## src/rtl/reg_bank_pkg.sv

```systemverilog
// Shared constants and helpers for the register bank: error-flag bit positions
// and the byte-strobe merge used by every entry.
package reg_bank_pkg;

    localparam int unsigned ERR_COLLISION = 0;
    localparam int unsigned ERR_RANGE     = 1;
    localparam int unsigned ERR_UNINIT    = 2;
    localparam int unsigned ERR_W         = 3;

    // Returns the new byte when its strobe is set, otherwise keeps the old byte.
    function automatic logic [7:0] strb_merge(input logic [7:0] old_b,
                                              input logic [7:0] new_b,
                                              input logic       en);
        return en ? new_b : old_b;
    endfunction

endpackage

```

## src/rtl/reg_bank_entry.sv

```systemverilog
// One register-bank word with a valid bit; byte-strobed write and a valid-clear
// that a same-cycle write overrides.
module reg_bank_entry
    import reg_bank_pkg::*;
#(
    parameter  int unsigned WIDTH = 32,
    localparam int unsigned NB    = WIDTH / 8
) (
    input  logic             clk,
    input  logic             reset,
    input  logic             we,
    input  logic             clr,
    input  logic [NB-1:0]    strb,
    input  logic [WIDTH-1:0] wdata,
    output logic [WIDTH-1:0] data,
    output logic             valid
);

    logic [WIDTH-1:0] merged;

    always_comb begin
        merged = data;
        for (int b = 0; b < NB; b++) begin
            merged[8*b +: 8] = strb_merge(data[8*b +: 8], wdata[8*b +: 8], strb[b]);
        end
    end

    // Clear first, so a write in the same cycle leaves this entry valid.
    always_ff @(posedge clk or posedge reset) begin
        if (reset) begin
            data  <= '0;
            valid <= 1'b0;
        end else begin
            if (clr) begin
                valid <= 1'b0;
            end
            if (we) begin
                data  <= merged;
                valid <= 1'b1;
            end
        end
    end

endmodule

```

## src/rtl/reg_bank.sv

```systemverilog
// Parametrised register bank: strobed write port, registered read port with
// valid flag, per-entry valid tracking and pulse/sticky access-error reporting.
module reg_bank
    import reg_bank_pkg::*;
#(
    parameter  int unsigned WIDTH = 32,
    parameter  int unsigned DEPTH = 8,
    localparam int unsigned AW    = $clog2(DEPTH),
    localparam int unsigned NB    = WIDTH / 8
) (
    input  logic             clk,
    input  logic             reset,
    input  logic             wr_en,
    input  logic [AW-1:0]    wr_addr,
    input  logic [WIDTH-1:0] wr_data,
    input  logic [NB-1:0]    wr_strb,
    input  logic             rd_en,
    input  logic [AW-1:0]    rd_addr,
    output logic [WIDTH-1:0] rd_data,
    output logic             rd_valid,
    input  logic             clear_en,
    output logic [ERR_W-1:0] err_pulse,
    output logic [ERR_W-1:0] err_status,
    input  logic             err_clr
);

    logic [DEPTH-1:0] ent_we;
    logic [DEPTH-1:0] ent_valid;
    logic [WIDTH-1:0] ent_data [DEPTH];

    logic             rd_hit;
    logic             wr_hit;
    logic             rd_sel_valid;
    logic [WIDTH-1:0] rd_sel_data;
    logic [ERR_W-1:0] err_next;

    for (genvar i = 0; i < DEPTH; i++) begin : g_entry
        assign ent_we[i] = wr_en && (wr_addr == AW'(i));

        reg_bank_entry #(.WIDTH(WIDTH)) u_entry (
            .clk   (clk),
            .reset (reset),
            .we    (ent_we[i]),
            .clr   (clear_en),
            .strb  (wr_strb),
            .wdata (wr_data),
            .data  (ent_data[i]),
            .valid (ent_valid[i])
        );
    end

    // Read mux over pre-write contents; an address matching no entry is out of range.
    always_comb begin
        rd_hit       = 1'b0;
        wr_hit       = 1'b0;
        rd_sel_valid = 1'b0;
        rd_sel_data  = '0;
        for (int unsigned i = 0; i < DEPTH; i++) begin
            if (rd_addr == AW'(i)) begin
                rd_hit       = 1'b1;
                rd_sel_valid = ent_valid[i];
                rd_sel_data  = ent_data[i];
            end
            if (wr_addr == AW'(i)) begin
                wr_hit = 1'b1;
            end
        end
    end

    always_comb begin
        err_next                = '0;
        err_next[ERR_COLLISION] = rd_en && wr_en && rd_hit && (rd_addr == wr_addr);
        err_next[ERR_RANGE]     = (rd_en && !rd_hit) || (wr_en && !wr_hit);
        err_next[ERR_UNINIT]    = rd_en && rd_hit && !rd_sel_valid;
    end

    // A new error beats err_clr in the same cycle.
    always_ff @(posedge clk or posedge reset) begin
        if (reset) begin
            rd_data    <= '0;
            rd_valid   <= 1'b0;
            err_pulse  <= '0;
            err_status <= '0;
        end else begin
            rd_valid  <= rd_en;
            err_pulse <= err_next;
            if (rd_en) begin
                rd_data <= rd_sel_data;
            end
            err_status <= (err_clr ? '0 : err_status) | err_next;
        end
    end

endmodule

```

## config.mk

```make
export PLATFORM = sky130hd
export DESIGN_NAME = reg_bank
export DESIGN_NICKNAME = d
export VERILOG_FILES = /design/src/rtl/reg_bank_pkg.sv /design/src/rtl/reg_bank_entry.sv /design/src/rtl/reg_bank.sv
export SDC_FILE = /design/constraint.sdc
export NUM_CORES = 1
export LEC_CHECK = 0
export BUFFER_PORTS_ARGS = -buffer_cell sky130_fd_sc_hd__buf_2
export CAP_MARGIN = 20
export CORE_MARGIN = 2
export CORE_UTILIZATION = 45
export DETAILED_ROUTE_END_ITERATION = 7
export HOLD_SLACK_MARGIN = 0.1
export SLEW_MARGIN = 15
export SYNTH_ARGS = -nofsm -noshare
export SYNTH_HDL_FRONTEND = slang
export SYNTH_SLANG_ARGS = --single-unit
```

## constraint.sdc

```tcl
create_clock -name clk -period 13.44 [get_ports clk]
set_input_delay 4.032 -clock clk [delete_from_list [all_inputs] [get_ports clk]]
set_output_delay 4.032 -clock clk [all_outputs]
set_load 0.05 [all_outputs]
```

==> results.md, run 1 <==
- Clk pwr share: between 30% and 40%
- Fill count: approximately 2.7k
- Met1 wire length: roughly 16000 microns
- Switch share: about 28%
- Core area: ~30000 sq um
- Post-synth top cells: 303 x dfrtp_1, 245 x mux2_2, 65 x mux2i_1
- Internal Pwr Total: about 1.8 mW
- ANT nets after route: 0
- Comb pwr share: a little under a fifth
- Height of the die: around 180 microns
- Gpl congestion: between 0.7 and 0.8
- # DRC: 0
- Area Overhead vs Synth: 13.2%
- Vias in the first global route: around 9k
- Post-synthesis instance area: around 14000 sq um
- Period utilisation layout: a little under half
- CTS tree: done
- Post-synthesis net count: 1106
- Starting Density: a little under half
- CP Capture Type: flip-flop
- Antenna violations before repair: 2
- Die X-Extent: roughly 180 microns
- First-pass GRT wire length: approximately 54000 microns
- Peak VDD IR: 0.0000962 V
- Largest net degree at the start of global routing: 107
- CTS Buf Count: 35
- Worst slew pin tran: between 1 and 1.5 ns
- RSZ-0062 raised after global routing: no
- Critical Setup Path Class: input pin to flip-flop
- Uppermost layer routed: met5
- Drt initial violations: about 470
- CP max FO: 55
- I/O Pins: 87
- Fin crit period: 6.15 ns
- NetSw: roughly 700 uW
- Die area: 32200 sq um
- Finished Cell Area: around 16000 sq um
- Synth area leaders: dfrtp_1 55%, mux2_2 20%, mux2i_1 4.7%
- Final hold violations: 0
- Crit start category: input pin
- Cell row count: 64
- IO buf count: between 80 and 90
- Post-CTS setup buffer count: 0
- Post-synth EDFFs: 0
- Avg Inst Size Synth: between 10 and 15 sq um
- Cells after Synth: ~1.1k
- Outcome: finished, final reports clean
- Seq/Total Area, Yosys: around 55%
- Post-DP HPWL: between 20000 and 25000 microns
- Via count: 9002
- Most frequent cell after synthesis: dfrtp_1
- Synth area leader: dfrtp_1
- Yosys warnings: 0
- Nets@finish: 1187
- Cts hold-fix bufs: 0
- Global-route usage over all layers: 21.4%
- Placed Cells: approximately 1.5k
- Vias per cell: roughly 5.8
- Max transition margin: between 20% and 30%
- PostCTS Resize Cnt: 0
- Asr flop ratio synth: 100%
- Peak Freq: around 160 MHz
- Worst Clk Skew: just under 0.02 ns
- Total wire length: around 34000 microns
- Latest clock arrival within the worst-skew pair: between 0.5 and 0.6 ns
- Static Leak: slightly above 7 nW
- Met2 Wirelength: approximately 16000 microns
- PwrDens: approximately 160 nW/um^2
- Routed wl met3: 1510 microns
- Seq cells post-synth: 303
- Unique masters post-synth: between 50 and 60
- Slew Limit Fails: 0
- Top FF cell, synth: dfrtp_1
- Clk slew on worst S/H paths: approximately 0.060 ns
- Max H-tree Level: 2
- Placed cell area: 14700 sq um
- Sink Count: approximately 300
- Sequential power share: 47.5%
- Grt ovf: 0
- Share of cells above drive strength 1: around 38%
- Max clock buf depth: 3
- Detailed Routing Iterations Pass 1: 5
- Number of max-cap violations: 0
- Req. time, crit path: 13.89 ns
- Top cell type's share of synthesized area: 54.7%
- CTS root buf: clkbuf_16
- Fin cells: 1555
- Crit path DAT: approximately 6.6 ns
- Hold Crit Class: flip-flop to flip-flop
- # setup viols final: 0
- Drt wl/cell: between 20 and 25 microns
- Setup TNS: 0 ns
flip-flops by register name (all words and copies together) (netlist names):
name and flops:
err_status 3, rd_data 32, g_entry.u_entry.data 256, g_entry.u_entry.valid 8, err_pulse 3, rd_valid 1
metrics by stage:
stage	power, mW	setup slack (ns)	util, %	hold WS (ns)
floorplan	1.57	1.03	-	0.442
global placement	1.68	6.75	48.1	0.453
detailed placement	1.69	6.72	48.2	0.463
CTS	2.58	7.26	51.5	0.472
global route	2.67	7.15	51.5	0.487
finish	2.55	7.29	51.5	0.475
critical path, stage by stage:
cell and delay (ns):
buf_6 0.37, buf_4 0.66, nor2b_1 0.88, a221oi_1 0.20
a21oi_1 0.24, a32o_1 0.19
layer usage:
layer	up-vias	track usage, %
li1	4090	-
met1	4671	30.7
met2	176	33.4
met3	63	3.71
met4	2	6.41
met5	-	0
kinds of logic (layout without fill, tap and decap cells):
group	Yosys count	after routing	synth area share [%]
and+or+nand+nor	148	148	6.79
DFF	303	303	54.7
other	1	2	0.0271
xor gates and xnor gates	3	3	0.190
AOI/OAI and AO/OA	209	209	10.3
muxes	323	323	25.7
buffers and inverters	71	171	2.33
power by group through the flow:
| stage | Clock [mW] | Combinational, mW | Sequential, mW |
|---|---|---|---|
| 6_report | 0.875 | 0.464 | 1.21 |
| 5_1_grt | 0.932 | 0.508 | 1.23 |
| 4_1_cts | 0.895 | 0.470 | 1.21 |
| 3_5_place_dp | 0 | 0.469 | 1.23 |
| 3_3_place_gp | 0 | 0.457 | 1.22 |
| 2_1_floorplan | 0 | 0.313 | 1.26 |
cells in the final DEF (no fill, tap or decap), types with 4 or more instances in the layout:
master / netlist / layout
clkbuf_16: 0 / 35
inv_1: 14 / 13
dfrtp_1: 303 / 303
nand3b_1: 4 / 4
nand2b_1: 7 / 7
a22o_1: 5 / 5
nand3_1: 4 / 4
nor2_1: 23 / 23
mux2_2: 245 / 245
nor3_1: 5 / 5
nand2_2: 25 / 25
nand2_4: 5 / 5
clkbuf_1: 21 / 11
nand2_1: 7 / 7
a21oi_1: 38 / 38
buf_2: 20 / 84
o22ai_1: 49 / 49
buf_4: 6 / 14
a21o_1: 7 / 7
mux2_1: 13 / 13
a221o_1: 21 / 21
a311o_1: 4 / 4
o21a_1: 4 / 4
a211oi_1: 21 / 21
clkbuf_8: 0 / 5
mux2i_1: 65 / 65
o221ai_1: 4 / 4
nor2b_1: 50 / 50
a32oi_1: 7 / 7
o21ai_0: 35 / 35
nor2_4: 5 / 5
layout make-up:
type	count	area (sq um)	share of cell area, %
Clock buffer	51	986	6.29
Sequential cell	303	7580	48.4
Multi-Input combinational cell	684	5950	37.9
Clock inverter	5	36.3	0.231
Inverter	15	63.8	0.407
Tap cell	396	495	3.16
Timing Repair Buffer	100	564	3.60
Antenna cell	1	2.50	0.0160
final timing paths:
kind | startpoint | to | slack, ns | cells past startpoint
max | rd_addr[0] | rd_data[7]$_DFFE_PP0P_ | 7.29 | 6
min | g_entry[0].u_entry.valid$_DFFE_PP0P_ | g_entry[0].u_entry.valid$_DFFE_PP0P_ | 0.47 | 1
max reg2reg | g_entry[0].u_entry.data[22]$_DFFE_PP0P_ | rd_data[22]$_DFFE_PP0P_ | 12.08 | 4
min reg2reg | g_entry[0].u_entry.valid$_DFFE_PP0P_ | g_entry[0].u_entry.valid$_DFFE_PP0P_ | 0.47 | 1
max in group asynchronous | reset | g_entry[0].u_entry.data[3]$_DFFE_PP0P_ | 8.31 | 3
min in group asynchronous | reset | g_entry[0].u_entry.data[4]$_DFFE_PP0P_ | 3.66 | 2
Power figures use the tool's default switching activity.
==> run 2: changes to the inputs <==
==> constraint.sdc (replaced) <==
create_clock -name clk -period 5.3 [get_ports clk]
set_input_delay 1.59 -clock clk [delete_from_list [all_inputs] [get_ports clk]]
set_output_delay 1.59 -clock clk [all_outputs]
set_load 0.05 [all_outputs]
==> results.md, run 2 (synthesis results as in run 1) <==
- Max clock buf depth: 3
- Slew Limit Fails: 0
- Top Family by Delay on Critical Path: buffers and inverters
- Total wire length: 34300 microns
- CTS Buf Count: 35
- ANT nets after route: 0
- # DRC: 0
- Gpl congestion: about 0.75
- Grt ovf: 0
- Static Leak: ~7.2 nW
- Die area: between 30000 and 40000 sq um
- Vias in the first global route: about 9.1k
- Post-CTS setup buffer count: 0
- Req. time, crit path: around 5.7 ns
- Share of cells above drive strength 1: 38.2%
- Height of the die: around 180 microns
- Cts hold-fix bufs: 0
- Fin crit period: just over 3 ns
- CP Capture Type: flip-flop
- Top Registers: g_entry.u_entry.data (256), rd_data (32), g_entry.u_entry.valid (8)
- Worst Clk Skew: 0.0142 ns
- Drt wl/cell: roughly 22 microns
- Via count: 8978
- # setup viols final: 0
- Area Overhead vs Synth: 14.1%
- Global-route usage over all layers: roughly 21%
- Setup slack at placement: about 1.7 ns
- CP most frequent cell: buf_4
- Max H-tree Level: 2
- CTS root buf: clkbuf_16
- Core area: slightly above 30000 sq um
- Finished Cell Area: 15800 sq um
- Crit start category: input pin
- I/O Pins: 87
- Peak Freq: ~320 MHz
- Clk slew on worst S/H paths: 0.06 ns
- IO buf count: between 80 and 90
- Peak VDD IR: roughly 0.00025 V
- Sink Count: just over 300
- CP max FO: 45
- Hold Crit Class: flip-flop to flip-flop
- CTS tree: done
- Drt initial violations: approximately 560
- Outcome: finished, final reports clean
- Buf/Inv on CP: 2
- Worst path max stage delay: 0.63 ns
- Die X-Extent: about 180 microns
- Max transition margin: 38.7%
- PwrDens: 417 nW/um^2
- Largest net degree at the start of global routing: 117
- Detailed Routing Iterations Pass 1: 5
- Placed cell area: 14700 sq um
- PostCTS Resize Cnt: 0
- Most flops, register: g_entry.u_entry.data
- Cell row count: 64
- Final hold violations: 0
- Vias per cell: about 5.7
- Crit path DAT: 3.50 ns
- Worst slew pin tran: 0.918 ns
- Antenna violations before repair: 2
- Total power: 6.59 mW
- Starting Density: between 40% and 50%
- Hold Worst Slack: ~0.48 ns
- RSZ-0062 raised after global routing: no
- Latest clock arrival within the worst-skew pair: 0.51 ns
- Slowest CP cell: buf_4
- First-pass GRT wire length: around 54000 microns
- Crit-path cells: buf_4 -> buf_4 -> mux2i_1 -> or2_2 -> a21oi_1 -> a32o_1
- Critical Setup Path Class: input pin to flip-flop
- Period utilisation layout: 58.6%
- Commonest non-fill, non-tap cell in the layout: dfrtp_1
- Number of flip-flops under the largest register name: 256
- Number of max-cap violations: 0
- Nets@finish: approximately 1.2k
- Post-DP HPWL: approximately 20000 microns
- Setup WS post-layout: 2.20 ns
- Commonest non-fill, non-tap cells in the layout: 303 x dfrtp_1, 245 x mux2_2, 84 x buf_2, 65 x mux2i_1, 50 x nor2b_1
[run 2: cell types whose count changed in the layout (fill, tap and decap cells not counted), moves of 2 or more]
cell and delta:
clkbuf_1 -2, inv_6 -2, clkinv_2 +3, clkbuf_8 +4
clkbuf_16 +2, buf_12 +3
[run 2: worst paths after layout]
path	start	to	slack [ns]	cells past startpoint
setup / recovery	rd_addr[1]	rd_data[23]$_DFFE_PP0P_	2.20	6
hold reg to reg	g_entry[2].u_entry.valid$_DFFE_PP0P_	g_entry[2].u_entry.valid$_DFFE_PP0P_	0.48	1
hold / removal	g_entry[2].u_entry.valid$_DFFE_PP0P_	g_entry[2].u_entry.valid$_DFFE_PP0P_	0.48	1
setup reg to reg	g_entry[0].u_entry.data[11]$_DFFE_PP0P_	rd_data[11]$_DFFE_PP0P_	3.99	4
max in group asynchronous	reset	g_entry[2].u_entry.data[14]$_DFFE_PP0P_	3.04	3
min in group asynchronous	reset	rd_data[2]$_DFFE_PP0P_	1.22	2
[run 2: final cells by class]
class,count,area [sq um]
fillers,2686,14600
flip-flops and latches,303,7580
multi-input cells,684,5950
clock buffers,55,1080
repair buffers,103,604
well taps,396,495
inverters,15,60.1
clock inverters,6,33.8
diodes,1,2.50
[run 2: metal layers]
metal	wire length (microns)	global-route usage (%)	part of all wire, %	vias up
li1	-	-	-	4097
met1	16100	31.4	47	4626
met2	15800	33.2	46	199
met3	1590	3.42	4.6	54
met4	763	5.89	2.2	2
met5	12	0	0.035	-
[run 2: metrics by stage]
step / utilization (%) / setup TNS [ns] / instances
after floorplan: - / -96.66 / 1058
after global placement: 48.3 / 0 / 1501
after detailed placement: 48.3 / 0 / 1501
after CTS: 52.0 / 0 / 1562
after global routing: 52.0 / 0 / 1562
final: 52.0 / 0 / 1563
[run 2: power by group]
group	switching (mW)	internal (mW)	leakage (nW)	total [mW]
combinational	0.598	0.585	2.86	1.18
clock	0.939	1.40	0.555	2.34
sequential	0.252	2.82	3.74	3.07
==> run 3: changes to the inputs <==
==> constraint.sdc (replaced) <==
create_clock -name clk -period 3 [get_ports clk]
set_input_delay 0.9 -clock clk [delete_from_list [all_inputs] [get_ports clk]]
set_output_delay 0.9 -clock clk [all_outputs]
set_load 0.05 [all_outputs]
==> results.md, run 3 (synthesis results as in run 1) <==
- Drt initial violations: between 600 and 700
- Cts hold-fix bufs: 0
- # setup viols final: 0
- Height of the die: 179 microns
- CP Capture Type: output pin
- Switch share: approximately a quarter
- Commonest non-fill, non-tap cells in the layout: 303 x dfrtp_1, 245 x mux2_2, 84 x buf_2, 65 x mux2i_1, 50 x nor2b_1
- Max transition margin: a little under three fifths
- Post-DP HPWL: between 20000 and 25000 microns
- Share of cells above drive strength 1: approximately two fifths
- Total power: roughly 12 mW
- Max clock buf depth: 3
- Finished Cell Area: roughly 16000 sq um
- RSZ-0062 raised after global routing: no
- Peak Freq: 466 MHz
- Static Leak: approximately 7.3 nW
- Largest net degree at the start of global routing: 95
- First-pass GRT wire length: around 55000 microns
- Antenna violations before repair: 5
- ANT nets after route: 0
- Number of flip-flops under the largest register name: about 260
- NetSw: around 3.1 mW
- Worst path max stage delay: ~0.44 ns
- PostCTS Resize Cnt: 0
- PwrDens: 738 nW/um^2
- Slew Limit Fails: 0
- Critical Setup Path Class: flip-flop to output pin
- Reg-to-reg slack, setup: roughly 1.7 ns
- Sink Count: 303
- Hold Worst Slack: ~0.34 ns
- Detailed Routing Iterations Pass 1: 5
- Starting Density: between 40% and 50%
- Peak VDD IR: ~0.00045 V
- Nets@finish: between 1k and 1.5k
- Max H-tree Level: 2
- Top Family by Delay on Critical Path: flip-flops
- Post-CTS setup buffer count: 0
- Placed cell area: roughly 15000 sq um
- IO buf count: 86
- CTS Buf Count: 35
- Top Registers: g_entry.u_entry.data (256), rd_data (32), g_entry.u_entry.valid (8)
- Crit-path cells: buf_2
- Comb pwr share: around 18%
- Req. time, crit path: 2.10 ns
- CTS root buf: clkbuf_16
- Most flops, register: g_entry.u_entry.data
- Clk slew on worst S/H paths: 0.06 ns
- Worst Clk Skew: 0.00717 ns
- Internal Pwr Total: slightly below 9 mW
- Commonest non-fill, non-tap cell in the layout: dfrtp_1
- Slowest CP cell: dfrtp_1
- CTS tree: done
- Post-route core utilization: between 50% and 60%
- # DRC: 0
- Latest clock arrival within the worst-skew pair: 0.50 ns
- I/O Pins: 87
- Period utilisation layout: a little under three quarters
- Vias per cell: between 5 and 6
- Die area: 32200 sq um
- Worst slew pin tran: ~0.65 ns
- Die X-Extent: between 150 and 200 microns
- Area Overhead vs Synth: 16.2%
- Hold Crit Class: input pin to async pin
- CP max FO: 2
- Cell row count: 64
- Vias in the first global route: ~9.3k
- Via count: ~9.1k
- Fin crit period: around 2.1 ns
- Grt ovf: 0
- Crit path DAT: between 1 and 1.5 ns
- Crit start category: flip-flop
- Drt wl/cell: approximately 22 microns
- Total wire length: 34400 microns
- Final hold violations: 0
- Buf/Inv on CP: 1
- Clk pwr share: 36.6%
- Gpl congestion: 0.773
- Core area: between 30000 and 40000 sq um
- Sequential power share: between 40% and 50%
- Global-route usage over all layers: about 22%
- Outcome: finished, final reports clean
- Number of max-cap violations: 0
run 3: cell type report:
cell class | instances | area (sq um)
Tap cell | 396 | 495
Clock inverter | 6 | 108
Timing Repair Buffer | 127 | 822
Inverter | 15 | 60.1
Sequential cell | 303 | 7580
Fill cell | 2692 | 14300
Antenna cell | 3 | 7.51
Multi-Input combinational cell | 684 | 5950
Clock buffer | 54 | 1080
run 3: layer usage:
layer	track usage [%]	wire length [microns]
met5	0	29
met4	5.66	733
met3	4.21	1790
met2	33.9	16000
met1	30.6	15900
run 3: stage by stage:
step	worst slack, ns	cells	setup TNS [ns]
6_report	0.856	1588	0
5_1_grt	0.853	1586	0
4_1_cts	0.851	1585	0
3_5_place_dp	0.477	1525	0
3_3_place_gp	0.506	1525	0
2_1_floorplan	-1.93	1058	-584.49
run 3: worst reg2reg max path: stages (launching register included):
cell	delay, ns
dfrtp_1	0.38
nor2b_1	0.13
a211oi_1	0.28
o22ai_1	0.12
a221o_1	0.30
run 3: path summary, 6_finish.rpt:
check                                                        startpoint                                      end  cells past startpoint
max in group asynchronous                                         reset  g_entry[3].u_entry.data[17]$_DFFE_PP0P_                      4
worst min register to register     g_entry[3].u_entry.valid$_DFFE_PP0P_     g_entry[3].u_entry.valid$_DFFE_PP0P_                      1
worst max register to register  g_entry[0].u_entry.data[20]$_DFFE_PP0P_                  rd_data[20]$_DFFE_PP0P_                      4
worst max-delay path                             rd_data[7]$_DFFE_PP0P_                               rd_data[7]                      1
min in group clk                   g_entry[3].u_entry.valid$_DFFE_PP0P_     g_entry[3].u_entry.valid$_DFFE_PP0P_                      1
worst min-delay path                                              reset   g_entry[6].u_entry.data[2]$_DFFE_PP0P_                      2
run 3: power by group through the flow:
stage	logic [mW]	registers, mW	clock network [mW]
final	2.11	5.42	4.35
after global routing	2.32	5.53	4.64
after CTS	2.14	5.42	4.44
after detailed placement	2.13	5.49	0
after global placement	2.08	5.46	0
after floorplan	1.40	5.63	0
